--- src/rtl/out_port_sched_if.sv ---
`default_nettype none
// ============================================================================
// Module      : out_port_sched_if
// Description : Request/grant/credit bundle between requesters and the
//               output-port scheduler.
// Revision    : 1.0
// ============================================================================
interface out_port_sched_if #(
  parameter int PORT = 4
);
  logic [PORT:0] req;
  logic [PORT:0] tail;
  logic          crd_ret;
  logic [PORT:0] grt;
  logic          xfer;
  logic [3:0]    crd_cnt;
  logic          busy;
  logic          crd_err;

  modport master (
    output req, tail, crd_ret,
    input  grt, xfer, crd_cnt, busy, crd_err
  );

  modport slave (
    input  req, tail, crd_ret,
    output grt, xfer, crd_cnt, busy, crd_err
  );
endinterface
`default_nettype wire

--- src/rtl/out_port_sched.sv ---
`default_nettype none
// ============================================================================
// Module      : out_port_sched
// Description : Round-robin wormhole scheduler for one output port with
//               credit-based downstream flow control.
// Revision    : 1.0
// ============================================================================
module out_port_sched #(
  parameter int PORT    = 4,
  parameter int CREDITS = 4
) (
  input  logic               clk,
  input  logic               rst_,
  out_port_sched_if.slave    bus
);

  localparam int            c_n       = PORT + 1;
  localparam int            c_iw      = (PORT > 0) ? $clog2(PORT + 1) : 1;
  localparam logic [3:0]    c_credits = 4'(CREDITS);
  localparam logic [c_iw-1:0] c_last  = c_iw'(PORT);

  typedef enum logic [0:0] {
    ST_IDLE = 1'b0,
    ST_LOCK = 1'b1
  } state_t;

  state_t          r_state;
  logic [PORT:0]   r_grt;
  logic [c_iw-1:0] r_ptr;
  logic [c_iw-1:0] r_own;
  logic [3:0]      r_crd;
  logic            r_busy;
  logic            r_err;

  logic [c_iw-1:0] w_pick;
  logic            w_any;
  logic            w_xfer;
  logic            w_tail_xfer;
  logic [3:0]      w_crd_nxt;
  logic            w_ovf;

  // Walk from the farthest candidate back to ptr+1 so the nearest set bit wins.
  always_comb begin
    int              s;
    logic [c_iw-1:0] sel;
    s      = 0;
    sel    = '0;
    w_pick = r_ptr;
    for (int k = c_n; k >= 1; k--) begin
      s = int'(r_ptr) + k;
      if (s >= c_n) s = s - c_n;
      sel = c_iw'(s);
      if (bus.req[sel]) w_pick = sel;
    end
  end

  assign w_any       = |bus.req;
  assign w_xfer      = (r_state == ST_LOCK) && (|(bus.req & r_grt)) && (r_crd != 4'd0);
  assign w_tail_xfer = w_xfer && (|(bus.tail & r_grt));

  always_comb begin
    w_crd_nxt = r_crd;
    w_ovf     = 1'b0;
    unique case ({w_xfer, bus.crd_ret})
      2'b10: w_crd_nxt = r_crd - 4'd1;
      2'b01: begin
        if (r_crd == c_credits) w_ovf = 1'b1;
        else                    w_crd_nxt = r_crd + 4'd1;
      end
      default: w_crd_nxt = r_crd;
    endcase
  end

  always_ff @(posedge clk or negedge rst_) begin
    if (!rst_) begin
      r_state <= ST_IDLE;
      r_grt   <= '0;
      r_ptr   <= c_last;
      r_own   <= '0;
      r_crd   <= c_credits;
      r_busy  <= 1'b0;
      r_err   <= 1'b0;
    end else begin
      r_crd <= w_crd_nxt;
      if (w_ovf) r_err <= 1'b1;
      unique case (r_state)
        ST_IDLE: begin
          if (w_any) begin
            r_state <= ST_LOCK;
            r_grt   <= {{PORT{1'b0}}, 1'b1} << w_pick;
            r_own   <= w_pick;
            r_busy  <= 1'b1;
          end
        end
        ST_LOCK: begin
          // Lock is held across req gaps until the tail flit actually moves.
          if (w_tail_xfer) begin
            r_state <= ST_IDLE;
            r_grt   <= '0;
            r_ptr   <= r_own;
            r_busy  <= 1'b0;
          end
        end
        default: begin
          r_state <= ST_IDLE;
          r_grt   <= '0;
          r_busy  <= 1'b0;
        end
      endcase
    end
  end

  assign bus.grt     = r_grt;
  assign bus.xfer    = w_xfer;
  assign bus.crd_cnt = r_crd;
  assign bus.busy    = r_busy;
  assign bus.crd_err = r_err;

endmodule
`default_nettype wire

--- src/flat_wrapper.sv ---
// flat-port wrapper written by rule: the top's interface ports become plain ports
module out_port_sched_flat 
#(
  parameter int PORT    = 4,
  parameter int CREDITS = 4
)
  (clk, rst_, bus_req, bus_tail, bus_crd_ret, bus_grt, bus_xfer, bus_crd_cnt, bus_busy, bus_crd_err);
  out_port_sched_if #(.PORT(PORT)) bus_i ();
  input  logic clk;
  input  logic rst_;
  input wire logic [$bits(bus_i.req)-1:0] bus_req;
  input wire logic [$bits(bus_i.tail)-1:0] bus_tail;
  input wire logic [$bits(bus_i.crd_ret)-1:0] bus_crd_ret;
  output wire logic [$bits(bus_i.grt)-1:0] bus_grt;
  output wire logic [$bits(bus_i.xfer)-1:0] bus_xfer;
  output wire logic [$bits(bus_i.crd_cnt)-1:0] bus_crd_cnt;
  output wire logic [$bits(bus_i.busy)-1:0] bus_busy;
  output wire logic [$bits(bus_i.crd_err)-1:0] bus_crd_err;
  assign bus_i.req = bus_req;
  assign bus_i.tail = bus_tail;
  assign bus_i.crd_ret = bus_crd_ret;
  assign bus_grt = bus_i.grt;
  assign bus_xfer = bus_i.xfer;
  assign bus_crd_cnt = bus_i.crd_cnt;
  assign bus_busy = bus_i.busy;
  assign bus_crd_err = bus_i.crd_err;
  out_port_sched #(.PORT(PORT), .CREDITS(CREDITS)) u_core (.clk(clk), .rst_(rst_), .bus(bus_i));
endmodule
--- config.mk ---
export PLATFORM = sky130hd
export DESIGN_NAME = out_port_sched_flat
export DESIGN_NICKNAME = d
export VERILOG_FILES = /design/src/rtl/out_port_sched_if.sv /design/src/rtl/out_port_sched.sv /design/src/flat_wrapper.sv
export SDC_FILE = /design/constraint.sdc
export NUM_CORES = 1
export LEC_CHECK = 0
export CORE_ASPECT_RATIO = 1.2
export CORE_UTILIZATION = 53
export CTS_CLUSTER_SIZE = 10
export DETAILED_ROUTE_END_ITERATION = 16
export PLACE_DENSITY = 0.76
export RECOVER_POWER = 100
export SYNTH_ARGS = -nofsm -noshare
export SYNTH_HDL_FRONTEND = slang
export SYNTH_SLANG_ARGS = --single-unit
--- constraint.sdc ---
create_clock -name clk -period 10.6 [get_ports clk]
set_input_delay 1.59 -clock clk [delete_from_list [all_inputs] [get_ports clk]]
set_output_delay 1.59 -clock clk [all_outputs]
set_load 0.01 [all_outputs]
Word level (Yosys, flattened, before mapping)
Cells that the tools add are included.

Word-level logic and storage cells: 84. Register bits: 18. Bits of input ports: 13. Output and inout bits: 12.

Add/subtract/negate cells: 12. Reduce and logical (&&, ||, !) cells: 12. Shifts and indexed selects: 1. Bitwise operators: 3. Magnitude comparators: 10. Equality and inequality tests: 6. Mux-type cells: 33.

Operators with widths (count): 3-bit 2-to-1 mux (10); 4-bit by 3-bit >= comparator with 1-bit output, second input constant (5); 3-bit by 4-bit < comparator with 1-bit output, second input constant (5); 1-bit binary-select mux with 3-bit select (5); 5-bit OR reduction (3); 3-bit subtractor, second input constant (5); 1-bit 2-to-1 mux (11); 5-bit bitwise AND (2); 5-bit 2-to-1 mux (2); 5-bit one-hot mux with 2 select lines (1); 3-bit by 2-bit adder with 4-bit output, second input constant (2); 3-bit by 3-bit adder with 4-bit output, second input constant (2); 4-bit one-hot mux with 2 select lines (1); 2-bit AND reduction (4); 1-bit by 3-bit left shift with 5-bit output, first input constant (1); 3-bit by 1-bit adder with 4-bit output, second input constant (1); 4-bit by 1-bit adder with 4-bit output, second input constant (1); 4-bit by 3-bit == test with 1-bit output, second input constant (1); 4-bit 2-to-1 mux (1); 2-bit inequality test, second input constant (2); 1-bit one-hot mux with 2 select lines (2); 4-bit nonzero test (1); 4-bit by 1-bit subtractor with 4-bit output, second input constant (1); 1-bit logical AND (3); 5 further kinds (5).

Logic depth before layout (Yosys ltp)
Gate-level depths: netlist of the first run.

Depth in word-level cells: 13. Gate-level depth with buffers: 14. Gate-level depth less buffers: 12.

Worst setup path after synthesis of the first run
No wires, ideal clock.

Path kind: input-to-output. Start: input bus_req[0]. End: output bus_xfer. Path buffers: 1. Slack: 6.672 ns. Required time: 9.010 ns. Arrival: 2.338 ns. Cell stages on the path: 5. Cells stage by stage: buf_2 -> a222oi_1 -> nand2_1 -> nand3_1 -> inv_1.

Word-level cells in the longest chain between the ends: 4.

RTL lines: from (decl) (line flat_wrapper.sv:11) `input wire logic [$bits(bus_i.req)-1:0] bus_req;`; 5-bit bitwise AND (line out_port_sched.sv:58) `assign w_xfer = (r_state == ST_LOCK) && (|(bus.req & r_grt)) && (r_crd != 4'd0);`; 5-bit OR reduction (line out_port_sched.sv:58); 1-bit logical AND (2 in a row) (line out_port_sched.sv:58); to (decl) (line flat_wrapper.sv:15) `output wire logic [$bits(bus_i.xfer)-1:0] bus_xfer;`.

No other way between the ends.

Worst setup path in the final report of the first run
Same ends and word-level chain as after synthesis.

==> metrics.cfg, run 1 <==
[floorplan]
die_y_um = 70.70
fp-row-count = 24
core-area_sq_um = 3694
floorplan.initialDensity_pct = 56.44
ios = 25
dieArea_sq_um = 4189
width_of_the_die_um = 59.25

[timing]
whs_ns = 0.4740
max_freq_mhz = 190.9
grt_setup_unrepaired = false
finalCritPeriodShare_pct = 49.42
timing.final.hold_violations = 0
setup-tns-final_ns = 0
worst_slew_margin_rel_pct = 43.15
timing.clock.skew_ns = 0.003484
final_setup_fails = 0
timing.final.max_slew_violations = 0
post-route-worst-setup-slack_ns = 5.361
finalWorstPathRequiredPeriod_ns = 5.239
actual_transition_at_the_worst_max_transition_pin_ns = 0.8528

[drt]
detailedRoute.firstPassIterationCount = 4
drtIter0Drc = 176
routedLengthMet1_um = 2226
dr_total_vias = 2016
route.met2.wl_um = 2693
wl_per_cell_um = 16.66
postRouteAntennaNets = 0
drc_errors = 0
top_signal_layer_used = met4
routed-wl-met3_um = 197
detail_route.vias_per_cell = 6.400
postRouteWirelength_um = 5249

[logic_synthesis]
netlist_area_sq_um = 2084
synth-seq-area-share_pct = 21.73
synthAdderAreaFrac_pct = 9.724
synth.lib_cells_used.distinct = 67
yosys.area_share.xor_xnor_pct = 2.941
avgSynthCellArea_sq_um = 8.371
syn-instance-count = 249
area_share_of_the_largest_cell_type_after_synthesis_pct = 19.21
synthArstFlopShare_pct = 100.0
synthSimpleGateAreaFrac_pct = 21.13
muxShareOfSynthArea_pct = 7.263
synth.area.top_cells = sky130_fd_sc_hd__dfrtp_1 (19%), sky130_fd_sc_hd__ha_1 (7.8%), sky130_fd_sc_hd__a21oi_1 (4.1%), sky130_fd_sc_hd__mux2_2 (3.8%), sky130_fd_sc_hd__nand2_1 (3.6%)
synth_edf_count = 0
synth_seq_cells = 18
synth_top_family_by_area = compound AO/OA/AOI/OAI gates
synth.yosys.warnings = 0
postSynth.topFlopCell = sky130_fd_sc_hd__dfrtp_1
synth_fp_nets = 277
synth-compound-area-share_pct = 30.73
synthDominantAreaCellType = sky130_fd_sc_hd__dfrtp_1

[global_route]
grt-ovfl-total = 0
vias_in_the_first_global_route = 1894
grt_use_total_pct = 26.53
grt_first_pass_wirelength_um = 8597
grt_start_max_net_pins = 41
antenna_violations_before_repair = 0

[worst_setup_path]
required_time_of_the_worst_setup_path_ns = 9.01
crit_buf_inv = 3
critical-path-top-cell-by-count = sky130_fd_sc_hd__dlygate4sd3_1
rr_startpoint = u_core.r_ptr[1]
reg2regPathDepth = 9
critical_register_to_register_path_endpoint = u_core.r_own[0]
cp-start-kind = input port
crit_chain = dlygate4sd3_1 -> a222oi_1 -> nand2_1 -> nand3_1 -> inv_1 -> dlygate4sd3_1
crit_path_max_incr_delay_ns = 0.71
worstPathArrival_ns = 3.65
setup.reg_to_reg.worst_slack_ns = 6.17
crit_path_slowest_cell = sky130_fd_sc_hd__dlygate4sd3_1
critPathTopFamily = buffers and inverters
crit_fanout = 12
timing_worst_setup_path_type = input port to primary output
worst_setup_path_end_kind = primary output

[clock_tree]
clock-root-buffer = sky130_fd_sc_hd__clkbuf_8
worst_skew_pair.late_latency_ns = 0.25
cts_hold_buf = 0
cts-resized-gates = 0
cts-root-to-sink-buffers = 2
cts_inserted_buffers = 3
clk_pin_slew_ns = 0.06
numClockSinks = 18
post-cts-setup-buffers = 0
cts-htree-levels = 1
cts_tree = yes

[min_path]
timing.hold.worst.class = register to register
holdPathEnd = u_core.bus.crd_err
min-delay-start = u_core.bus.crd_err
worst_hold_path.num_cells = 1

[run_status]
run_status = complete, no violations

[layout]
number_of_nets_in_the_layout = 292
areaGrowthSynthToFinish_pct = 13.15
most-common-layout-cells = sky130_fd_sc_hd__nand2_1 (20), sky130_fd_sc_hd__a21oi_1 (17), sky130_fd_sc_hd__dfrtp_1 (16)
layout_commonest_cell = sky130_fd_sc_hd__nand2_1
antenna_cells_inserted = 0
fraction_of_final_layout_cells_sized_beyond_drive_strength_1_pct = 9.125

[placed_design]
io_buffer_count = 24
place_worst_setup_slack_ns = 5.581
detailed_place_hpwl_um = 3960
place_congestion = 0.9530

[run]
maxCapViolations = 0

==> state kept, by name, indices dropped and copies added (netlist names) <==
register / flops
u_core.bus.grt: 5
u_core.bus.crd_cnt: 4
u_core.r_own: 3
u_core.r_ptr: 3
u_core.bus.busy: 1
u_core.bus.crd_err: 1
u_core.r_state: 1
==> worst max-delay path by stage <==
stage / start / endpoint / slack [ns] / depth (start not counted)
global route: bus_req[0] / bus_xfer / 5.28 / 6
detailed placement: bus_req[0] / bus_xfer / 5.58 / 6
finish: bus_req[0] / bus_xfer / 5.36 / 6
floorplan: bus_req[0] / bus_xfer / 6.67 / 5
CTS: bus_req[0] / bus_xfer / 5.58 / 6
global placement: bus_req[0] / bus_xfer / 5.59 / 6
==> per-layer routing <==
layer,vias up,track usage (%)
li1,972,-
met1,961,32.40
met2,68,45.44
met3,15,2.194
met4,0,13.76
met5,-,0
==> cells in the mapped netlist (3+ instances only) <==
master / number
sky130_fd_sc_hd__mux2_2: 7
sky130_fd_sc_hd__a22oi_1: 4
sky130_fd_sc_hd__buf_2: 9
sky130_fd_sc_hd__a31oi_1: 3
sky130_fd_sc_hd__nand3_1: 6
sky130_fd_sc_hd__nand2b_1: 9
sky130_fd_sc_hd__and2_1: 3
sky130_fd_sc_hd__xnor2_1: 6
sky130_fd_sc_hd__o21ai_0: 11
sky130_fd_sc_hd__ha_1: 13
sky130_fd_sc_hd__buf_6: 3
sky130_fd_sc_hd__mux2i_1: 5
sky130_fd_sc_hd__o31ai_1: 3
sky130_fd_sc_hd__nor2_1: 14
sky130_fd_sc_hd__nand2_1: 20
sky130_fd_sc_hd__nor3_1: 7
sky130_fd_sc_hd__nor2b_1: 5
sky130_fd_sc_hd__a21o_1: 6
sky130_fd_sc_hd__inv_1: 9
sky130_fd_sc_hd__dfrtp_1: 16
sky130_fd_sc_hd__o22ai_1: 3
sky130_fd_sc_hd__o32a_1: 3
sky130_fd_sc_hd__a221oi_1: 3
sky130_fd_sc_hd__a21oi_1: 17
==> cell type report <==
class / count / area [sq um]
Clock buffer: 4 / 55.05
Fill cell: 338 / 1335
Inverter: 11 / 41.29
Multi-Input combinational cell: 205 / 1496
Sequential cell: 18 / 452.9
Tap cell: 52 / 65.06
Timing Repair Buffer: 25 / 247.7
==> through the flow <==
step,util (%),cells,instance area [sq um]
6_report,63.86,315,2359
5_1_grt,63.86,315,2359
4_1_cts,63.86,315,2359
3_5_place_dp,62.36,311,2303
3_3_place_gp,62.36,311,2303
2_1_floorplan,-,249,2085
==> logic make-up after synthesis <==
group | after synthesis
compound gates | 87
xor+xnor | 7
fa+ha+maj | 15
buf+inv | 26
flops | 18
mux | 13
simple gates | 83
Power of run 1 is not shown: default switching activity piles up to over one toggle a cycle in this logic, so the estimate is an artifact.
==> inputs of run 2 (changes only) <==
- CORE_UTILIZATION: 53 -> 51
- PLACE_DENSITY: 0.76 -> 0.77
- clock period: 10.6 -> 4.7 ns (I/O delays scaled with it)
==> run 2 against run 1 <==
Against the previous run: wire length is 5.4% higher; sequential share of layout area fell by 0.18 points; cell area increased by 0.95%; flip-flop and latch count did not move; global-route usage is 0.27 points higher; register-to-register slack got worse by 5.2 ns; worst hold slack worse by 0.0035 ns; largest cell class unchanged; utilization is 3.4 points lower; setup slack got worse by 4.4 ns; non-clock buffer count grew 3; via count up 1.1%.
==> metrics.cfg, run 2 (synthesized netlist as in run 1, its figures left out) <==
[clock_tree]
post-cts-setup-buffers = 0
cts-htree-levels = 1
cts_tree = yes
cts-resized-gates = 0
clk_pin_slew_ns = 0.07
cts-root-to-sink-buffers = 2
clock-root-buffer = sky130_fd_sc_hd__clkbuf_8
cts_hold_buf = 0
numClockSinks = 18
worst_skew_pair.late_latency_ns = 0.25
cts_inserted_buffers = 3

[worst_setup_path]
worstPathArrival_ns = 3.90
critical-path-top-cell-by-count = sky130_fd_sc_hd__o22ai_1
cp-start-kind = register
crit_path_max_incr_delay_ns = 0.57
crit_path_slowest_cell = sky130_fd_sc_hd__clkbuf_2
crit_chain = clkbuf_2 -> ha_1 -> nor3b_1 -> o22ai_1 -> o221ai_1 -> nand3b_1 -> a211o_1 -> a221oi_1 -> o22ai_1 -> a22o_1
worst_setup_path_end_kind = register
timing_worst_setup_path_type = register to register
crit_fanout = 40
required_time_of_the_worst_setup_path_ns = 4.84

[placed_design]
place_worst_setup_slack_ns = 1.167
detailed_place_hpwl_um = 4176
io_buffer_count = 24
place_congestion = 0.9207

[timing]
grt_setup_unrepaired = false
timing.clock.skew_ns = 0.002216
timing.final.hold_violations = 0
final_setup_fails = 0
whs_ns = 0.4704
finalCritPeriodShare_pct = 79.95
post-route-worst-setup-slack_ns = 0.9424
finalWorstPathRequiredPeriod_ns = 3.758
timing.final.max_slew_violations = 0
worst_slew_margin_rel_pct = 44.10
max_freq_mhz = 266.1
actual_transition_at_the_worst_max_transition_pin_ns = 0.8358
setup-tns-final_ns = 0

[drt]
drc_errors = 0
detail_route.vias_per_cell = 6.372
wl_per_cell_um = 17.29
postRouteAntennaNets = 0
dr_total_vias = 2039
detailedRoute.firstPassIterationCount = 4
postRouteWirelength_um = 5533
drtIter0Drc = 206

[layout]
n_fill_cell = 371
largest_reg_flops = 5
antenna_cells_inserted = 0
layout_commonest_cell = sky130_fd_sc_hd__nand2_1
fraction_of_final_layout_cells_sized_beyond_drive_strength_1_pct = 10.15
areaGrowthSynthToFinish_pct = 14.23
most-common-layout-cells = sky130_fd_sc_hd__nand2_1 (20), sky130_fd_sc_hd__a21oi_1 (17), sky130_fd_sc_hd__dfrtp_1 (16)
number_of_nets_in_the_layout = 295

[floorplan]
floorplan.initialDensity_pct = 52.89
ios = 25
fp-row-count = 25
core-area_sq_um = 3941
width_of_the_die_um = 60.36
dieArea_sq_um = 4348
die_y_um = 72.04

[global_route]
vias_in_the_first_global_route = 1936
grt-ovfl-total = 0
grt_start_max_net_pins = 41
grt_first_pass_wirelength_um = 8866
antenna_violations_before_repair = 0
grt_use_total_pct = 26.81

[run_status]
run_status = complete, no violations

[run]
maxCapViolations = 0

[min_path]
timing.hold.worst.class = register to register

==> run 2: metrics by stage <==
step | cell area, sq um | std cells | utilization [%]
final | 2381 | 320 | 60.41
after global routing | 2381 | 320 | 60.41
after CTS | 2384 | 320 | 60.48
after detailed placement | 2328 | 316 | 59.08
after global placement | 2328 | 316 | 59.08
after floorplan | 2085 | 249 | -
==> run 2: path summary, 6_finish.rpt <==
path	startpoint	endpoint	slack [ns]	depth (start not counted)
max reg2reg	u_core.r_ptr[0]	u_core.bus.grt[0]	0.94	10
min	u_core.bus.crd_err	u_core.bus.crd_err	0.47	1
max	u_core.r_ptr[0]	u_core.bus.grt[0]	0.94	10
max in group asynchronous	rst_	u_core.bus.crd_cnt[0]	3.18	1
min in group asynchronous	rst_	u_core.bus.crd_err	1.00	1
min reg2reg	u_core.bus.crd_err	u_core.bus.crd_err	0.47	1
==> run 2: critical path, delay by kind of cell, from the launching register on <==
kind / cells / cell delay, ns
AO/OA/AOI/OAI: 6 / 1.54
adder cells (fa/ha/maj): 1 / 0.54
buffers and inverters: 1 / 0.57
flip-flops: 1 / 0.34
AND/OR/NAND/NOR: 2 / 0.64
==> run 2: final cells by class <==
| class | count | area, sq um | share of cell area [%] |
|---|---|---|---|
| timing repair buffer | 28 | 267.8 | 11.25 |
| inverter | 11 | 41.29 | 1.734 |
| tap | 54 | 67.56 | 2.838 |
| sequential | 18 | 452.9 | 19.02 |
| clock buffer | 4 | 55.05 | 2.312 |
| multi-input combinational | 205 | 1496 | 62.85 |
==> run 2: metal layers <==
layer  global-route usage, %  up-vias  share of wire [%]
met3                   2.496       30                5.0
met5                       0        -                  0
li1                        -      978                  -
met4                   15.76        0                4.6
met1                   30.24      950                 38
met2                   47.50       81                 52
Power of run 2 is left out for the same reason.
